## config.mk

```make
export PLATFORM = sky130hd
export DESIGN_NAME = lfsr_seq_ctrl
export DESIGN_NICKNAME = d
export VERILOG_FILES = /design/src/rtl/lfsr_seq_ctrl.sv
export SDC_FILE = /design/constraint.sdc
export NUM_CORES = 1
export LEC_CHECK = 0
export ABC_AREA = 1
export BUFFER_PORTS_ARGS = -buffer_cell sky130_fd_sc_hd__buf_2
export CAP_MARGIN = 20
export CELL_PAD_IN_SITES_DETAIL_PLACEMENT = 2
export CELL_PAD_IN_SITES_GLOBAL_PLACEMENT = 2
export CORE_UTILIZATION = 31
export CTS_CLUSTER_DIAMETER = 150
export DETAILED_ROUTE_END_ITERATION = 16
export PLACE_DENSITY_LB_ADDON = 0.25
export SYNTH_ARGS = -nofsm -noshare
export SYNTH_HDL_FRONTEND = slang
export SYNTH_SLANG_ARGS = --single-unit
export TNS_END_PERCENT = 100
```

## constraint.sdc

```tcl
create_clock -name clk -period 1.9 [get_ports clk]
set_input_delay 0.095 -clock clk [delete_from_list [all_inputs] [get_ports clk]]
set_output_delay 0.095 -clock clk [all_outputs]
set_load 0.01 [all_outputs]
```

## src/rtl/lfsr_seq_ctrl.sv

```systemverilog
// lfsr_seq_ctrl
//
// Generates a short burst of pseudo-random bytes with an 8-bit Fibonacci LFSR.
// It reads the seed and the tap mask from a shared register file, then writes
// N output bytes back into that register file.
//
// Register-file map (5-bit address space):
//   16        seed (a value of 0x00 is replaced by 0x01)
//   17        tap mask (0x00 is legal: zeros are shifted in)
//   18+k      output byte k, for k = 0..N-1
//
// Ports:
//   clk      in   1  single clock, rising edge
//   rst_n    in   1  asynchronous reset, active low
//   start    in   1  run request, only looked at in IDLE
//   len      in   5  byte count, latched when start is accepted (clamped to 1..14)
//   rd_data  in   8  register-file read data, combinational from r_addr
//   busy     out  1  block owns the register file (router select)
//   done     out  1  one-cycle completion pulse
//   r_addr   out  5  read address (16/17 while loading, else 0)
//   w_addr   out  5  write address (18+idx in WRITE, else 0)
//   din      out  8  write data (LFSR state in WRITE, else 0)
//   wr_en    out  1  write enable (WRITE only)
//
// Timing: the run is busy for 2+9N cycles (seed load, tap load, then 8 shifts
// plus 1 write per byte), and done pulses in the following cycle.

module lfsr_seq_ctrl (
  input  logic       clk,
  input  logic       rst_n,
  input  logic       start,
  input  logic [4:0] len,
  input  logic [7:0] rd_data,
  output logic       busy,
  output logic       done,
  output logic [4:0] r_addr,
  output logic [4:0] w_addr,
  output logic [7:0] din,
  output logic       wr_en
);

  localparam logic [4:0] SEED_ADDR = 5'd16;
  localparam logic [4:0] TAP_ADDR  = 5'd17;
  localparam logic [4:0] OUT_BASE  = 5'd18;
  localparam logic [3:0] MAX_BYTES = 4'd14;

  typedef enum logic [2:0] {
    IDLE    = 3'd0,
    LD_SEED = 3'd1,
    LD_TAP  = 3'd2,
    STEP    = 3'd3,
    WRITE   = 3'd4,
    DONE    = 3'd5
  } state_t;

  state_t     state_q, state_d;
  logic [7:0] lfsr_q, lfsr_d;
  logic [7:0] tap_q, tap_d;
  logic [2:0] bit_cnt_q, bit_cnt_d;
  logic [3:0] idx_q, idx_d;
  logic [3:0] n_q, n_d;

  // Clamp the requested length to 1..14 so that the last write lands at 31.
  function automatic logic [3:0] clamp_len(input logic [4:0] l);
    logic [3:0] r;
    if (l == 5'd0)
      r = 4'd1;
    else if (l > {1'b0, MAX_BYTES})
      r = MAX_BYTES;
    else
      r = l[3:0];
    return r;
  endfunction

  // An all-zero seed would lock most tap masks at zero, so it becomes 0x01.
  function automatic logic [7:0] fix_seed(input logic [7:0] s);
    return (s == 8'h00) ? 8'h01 : s;
  endfunction

  always_ff @(posedge clk or negedge rst_n) begin
    if (!rst_n) begin
      state_q   <= IDLE;
      lfsr_q    <= 8'h00;
      tap_q     <= 8'h00;
      bit_cnt_q <= 3'd0;
      idx_q     <= 4'd0;
      n_q       <= 4'd0;
    end else begin
      state_q   <= state_d;
      lfsr_q    <= lfsr_d;
      tap_q     <= tap_d;
      bit_cnt_q <= bit_cnt_d;
      idx_q     <= idx_d;
      n_q       <= n_d;
    end
  end

  always_comb begin
    state_d   = state_q;
    lfsr_d    = lfsr_q;
    tap_d     = tap_q;
    bit_cnt_d = bit_cnt_q;
    idx_d     = idx_q;
    n_d       = n_q;

    busy      = 1'b0;
    done      = 1'b0;
    r_addr    = 5'd0;
    w_addr    = 5'd0;
    din       = 8'h00;
    wr_en     = 1'b0;

    unique case (state_q)
      IDLE: begin
        if (start) begin
          n_d     = clamp_len(len);
          state_d = LD_SEED;
        end
      end

      LD_SEED: begin
        busy    = 1'b1;
        r_addr  = SEED_ADDR;
        lfsr_d  = fix_seed(rd_data);
        state_d = LD_TAP;
      end

      LD_TAP: begin
        busy      = 1'b1;
        r_addr    = TAP_ADDR;
        tap_d     = rd_data;
        bit_cnt_d = 3'd0;
        idx_d     = 4'd0;
        state_d   = STEP;
      end

      STEP: begin
        busy      = 1'b1;
        lfsr_d    = {lfsr_q[6:0], ^(lfsr_q & tap_q)};
        // The 3-bit counter wraps back to 0 after the eighth shift, which makes it ready for the next byte.
        bit_cnt_d = bit_cnt_q + 3'd1;
        if (bit_cnt_q == 3'd7)
          state_d = WRITE;
      end

      WRITE: begin
        busy   = 1'b1;
        wr_en  = 1'b1;
        w_addr = OUT_BASE + {1'b0, idx_q};
        din    = lfsr_q;
        if (idx_q == n_q - 4'd1) begin
          state_d = DONE;
        end else begin
          // The LFSR state carries over, so the bytes form one continuous stream.
          idx_d   = idx_q + 4'd1;
          state_d = STEP;
        end
      end

      DONE: begin
        done    = 1'b1;
        state_d = IDLE;
      end

      default: begin
        state_d = IDLE;
      end
    endcase
  end

endmodule

```

### Word-level counts from Yosys, hierarchy flattened

Index checks and enable logic that the tools add are counted.

| operators by class | value |
|---|---|
| equal/unequal tests | 10 |
| $add $sub $neg | 4 |
| reductions and logical operators | 11 |
| bitwise logic cells | 1 |
| mux-type cells | 17 |
| $lt $le $gt $ge | 1 |

Operators with widths:

| cell | number |
|---|---|
| $mux 8 | 2 |
| $pmux 8 s2 | 1 |
| $pmux 3 s5 | 1 |
| $mux 4 | 3 |
| $pmux 5 s2 | 1 |
| $eq 3x3->1 const B | 3 |
| $mux 3 | 3 |
| $and 8x8->8 | 1 |
| $logic_not 8->1 | 1 |
| $pmux 4 s2 | 1 |
| $reduce_xor 8->1 | 1 |
| $eq 3x2->1 const B | 2 |
| $ne 2x2->1 const B | 3 |
| $pmux 3 s2 | 1 |
| $reduce_and 2->1 | 3 |
| $reduce_bool 2->1 | 3 |
| $add 5x4->5 const A | 1 |
| $gt 5x4->1 const B | 1 |
| $logic_not 5->1 | 1 |
| $mux 5 | 1 |
| $add 4x1->4 const B | 1 |
| $eq 4x4->1 | 1 |
| $reduce_or 4->1 | 1 |
| $sub 4x1->4 const B | 1 |
| 4 further kinds | 6 |

| storage, ports and cells | value |
|---|---|
| output and inout bits | 21 |
| logic and storage cells | 50 |
| register bits after elaboration | 30 |
| input bits | 16 |

### Logic depth before layout (Yosys ltp)

| depth | value |
|---|---|
| depth after elaboration | 4 |
| gate-level depth with buffers | 12 |
| gate-level depth less buffers | 12 |

### Worst setup path after synthesis

Ideal clock, no wire load.

| path | value |
|---|---|
| path type | register to register |
| from | register n_q[0] |
| to | register idx_q[0] |
| data required time | 1.783 ns |
| cell stages (with the launch flop) | 10 |
| period minus slack after synthesis | 1.385 ns |
| library setup time | 0.117 ns |
| path buffers | 0 |
| arrival time | 1.268 ns |
| setup slack | 0.515 ns |
| cells stage by stage | dfrtp_1 -> inv_1 -> ha_1 -> xnor2_1 -> nor2_2 -> nand3_1 -> nand2_2 -> nand2_2 -> nand2_1 -> nand2_1 |

| between the ends | value |
|---|---|
| cells in the longest elaborated chain, start to end | 4 |

RTL lines:

| what | line | source |
|---|---|---|
| from (decl) | 61 | `logic [3:0] n_q, n_d;` |
| from (signal assigned) | 94 | `n_q <= n_d;` |
| $sub 4x1->4 | 151 | `if (idx_q == n_q - 4'd1) begin` |
| $eq 4x4->1 | 151 |  |
| $ne 2x2->1 (no source line) | -- |  |
| $reduce_and 2->1 (no source line) | -- |  |
| to (signal assigned) | 93 | `idx_q <= idx_d;` |
| to (decl) | 60 | `logic [3:0] idx_q, idx_d;` |

No other way between the ends.
A chain may end at the register's enable or synchronous reset.

### Worst setup path in the final report

| path | value |
|---|---|
| from | register state_q[0] |
| to | output port w_addr[4] |

| between the ends | value |
|---|---|
| cells in the longest elaborated chain, start to end | 2 |

RTL lines:

| what | line | source |
|---|---|---|
| from (decl) | 56 | `state_t state_q, state_d;` |
| from (signal assigned) | 89 | `state_q <= state_d;` |
| $eq 3x3->1 | 113 | `unique case (state_q)` |
| $mux 5 | 113 |  |
| to (decl) | 37 | `output logic [4:0] w_addr,` |

No other way between the ends.

==> flow_summary.toml <==
[layout]
highest_count_cells_in_the_layout_ignoring_fill_and_taps = "89 x nand2_1, 36 x inv_1, 33 x buf_2"
fin_util = 0.381
nFillCells = 752
commonest_non_fill_non_tap_cell_in_the_layout = "nand2_1"
area_growth_pct = 16.3
final_layout_size_suffix_gt1_frac = 0.248
ant_cells = 0
post-route-cell-area_um2 = 2300
fin_nets = 326

[route]
detail_route.iter0.violations = 37
avgViaCountPerCell = 4.77
vias = 1819
postRouteWirelength_mm = 5.49
routed_wire_length_per_instance_um = 14.4
detailed_routing_iterations_pass_1 = 4
drt_drc_violations_left = 0
final_antenna_net_count = 0

[floorplan]
design.portCount = 37
die_width_um = 81.8
area_of_the_die_um2 = 6700
floorplan.initialDensity = 0.328
die-height_um = 81.8
floorplan_core_area_um2 = 6030
row_count = 28

[clock_network]
clock_tree.htree_level_count = 2
cts_root_buffer = "clkbuf_8"
tritoncts_clock_tree = "done"
clkLatencyLatePin_ps = 290
num_cts_buffers = 5
clkSlewWorstSetupHoldPaths_ps = 70
clock_sink_count = 30
ctsLongestPathBuffers = 2

[logic_synthesis]
synth-edff-count = 0
synth.cell_area_um2 = 1980
avgSynthCellArea_um2 = 7.34
synth.top_cell.area_share = 0.380
post_synthesis_instance_total = 269
yosysSeqAreaShare = 0.380
synthArstFlopShare = 1.00
ys_dominant_reg_cell = "dfrtp_1"
yosys-top-cells-area = "dfrtp_1 38%, nand2_1 17%, inv_1 6.8%"
post_synthesis_sequential_element_count = 30
yosysUniqueCellTypes = 34
ys.warnings.count = 0
yosysTopAreaCell = "dfrtp_1"

[hold_path]
hp-class = "primary input to register"

[global_routing]
grt_pass1_vias = 1952
gr-total-overflow = 0
grt_first_pass_wirelength_mm = 9.16
global_route.usage.total = 0.184
grt_antenna_before_repair = 0
grt_start_max_net_pins = 31

[sta]
slew_violations = 0
final_setup_violations = 0
fin_skew_ps = 6.09
max_freq_mhz = 569
setup_repair_after_global_routing_missed_its_margin = "no"
final-hold-violation-count = 0
max_slew.worst_pin.slew_ps = 727
final.setup.tns_ps = 0
layout_worst_path_cycle_share = 0.925
final.min_clock_period_ps = 1760
max_slew_margin = 0.516

[pwr]
peakVddDrop_mv = 0.732
leakagePower_nw = 1.26
totalPowerFinal_mw = 3.99
powerDensity_nw_per_um2 = 1740

[run_status]
status = "finished, final reports clean"

[critical_path]
critPathLaunchType = "register"
crit_type = "register to output pin"
critPathRequiredTime_ps = 1800
cp_arrival_ps = 1660
end_kind = "output pin"
worst-path-max-fanout = 18

[placed_design]
placed_cell_area_um2 = 2190
gpl.final_weighted_congestion = 0.713
io_buffers = 33
hpwlAfterDp_mm = 4.26

[flow_run]
number_of_max_capacitance_violations_reported = 0
## per-stage QoR
| stage | instances | worst slack [ps] | hold WS, ps |
|---|---|---|---|
| after floorplan | 271 | 515 | -201 |
| after global placement | 371 | 387 | 184 |
| after detailed placement | 371 | 322 | 192 |
| after CTS | 380 | 15.4 | 67.9 |
| after global routing | 381 | 33.7 | 85.5 |
| final | 381 | 143 | 79.7 |
## critical path, cell delays in order (launching register included)
cell and delay (ps):
dfrtp_1 450, nor2_1 190, inv_2 80, nor2_4 140
inv_2 170, a31oi_1 180, buf_2 150
## layout make-up
| class | count | area, µm² | share of cell area |
|---|---|---|---|
| Clock inverter | 1 | 5.00 | 0.00218 |
| Tap cell | 75 | 93.8 | 0.0408 |
| Multi-Input combinational cell | 190 | 1010 | 0.440 |
| Inverter | 43 | 169 | 0.0735 |
| Sequential cell | 30 | 751 | 0.327 |
| Clock buffer | 7 | 86.3 | 0.0376 |
| Timing Repair Buffer | 35 | 183 | 0.0795 |
## logic make-up after synthesis
logic type,after synthesis,synth area share
simple gates,138,0.313
other cells,1,0.00190
xor+xnor,4,0.0177
fa+ha+maj,5,0.0317
buf+inv,51,0.113
flops,30,0.380
compound gates,40,0.142
## Yosys cell counts, types with 2 or more instances
cell type / instances
nand2_1: 89
inv_1: 36
dfrtp_1: 30
nor2_1: 21
nand3_1: 12
a21oi_2: 10
o21ai_0: 9
o21ai_1: 8
ha_1: 5
inv_2: 5
o21ai_2: 5
buf_2: 4
buf_4: 3
nand4_1: 3
nor2_2: 3
xnor2_1: 3
a21oi_1: 2
a22o_1: 2
nand2_2: 2
nand2_4: 2
nor2_4: 2
## final timing paths
| kind | startpoint | to | slack (ps) | cells past startpoint |
|---|---|---|---|---|
| max in group asynchronous | rst_n | lfsr_q[5] | 1030 | 2 |
| worst max register to register | n_q[0] | idx_q[3] | 320 | 9 |
| worst min register to register | tap_q[7] | tap_q[7] | 490 | 2 |
| min in group asynchronous | rst_n | bit_cnt_q[2] | 390 | 2 |
| worst max-delay path | state_q[0] | w_addr[4] | 140 | 6 |
| worst min-delay path | rd_data[0] | tap_q[0] | 80 | 3 |
## where the power goes
group / switching [mW] / internal (mW) / leakage [nW]
clock: 0.251 / 0.292 / 0.0482
sequential: 0.230 / 0.930 / 0.372
combinational: 1.51 / 0.777 / 0.845
total: 1.99 / 2.00 / 1.26
## per-layer routing
metal	up-vias	wire, µm	GRT usage
met5	-	0	0
met1	883	2400	0.209
met3	4	133	0.0378
li1	903	-	-
met4	0	31	0.0368
met2	29	2930	0.349
## flip-flops by register name (all words and copies together), names as in the netlist
signal	flops
lfsr_q	8
tap_q	8
bit_cnt_q	3
n_q	4
state_q	3
idx_q	4
## timing repair
action / 4_1_cts / 5_1_grt
endpoints found under the hold margin: 30 / 0
setup endpoints to repair: 0 / 1
hold buffers: 1 / 0
gates resized for setup: 0 / 0
buffers inserted: 0 / 1
No activity file was read; power rests on OpenSTA's default activity.
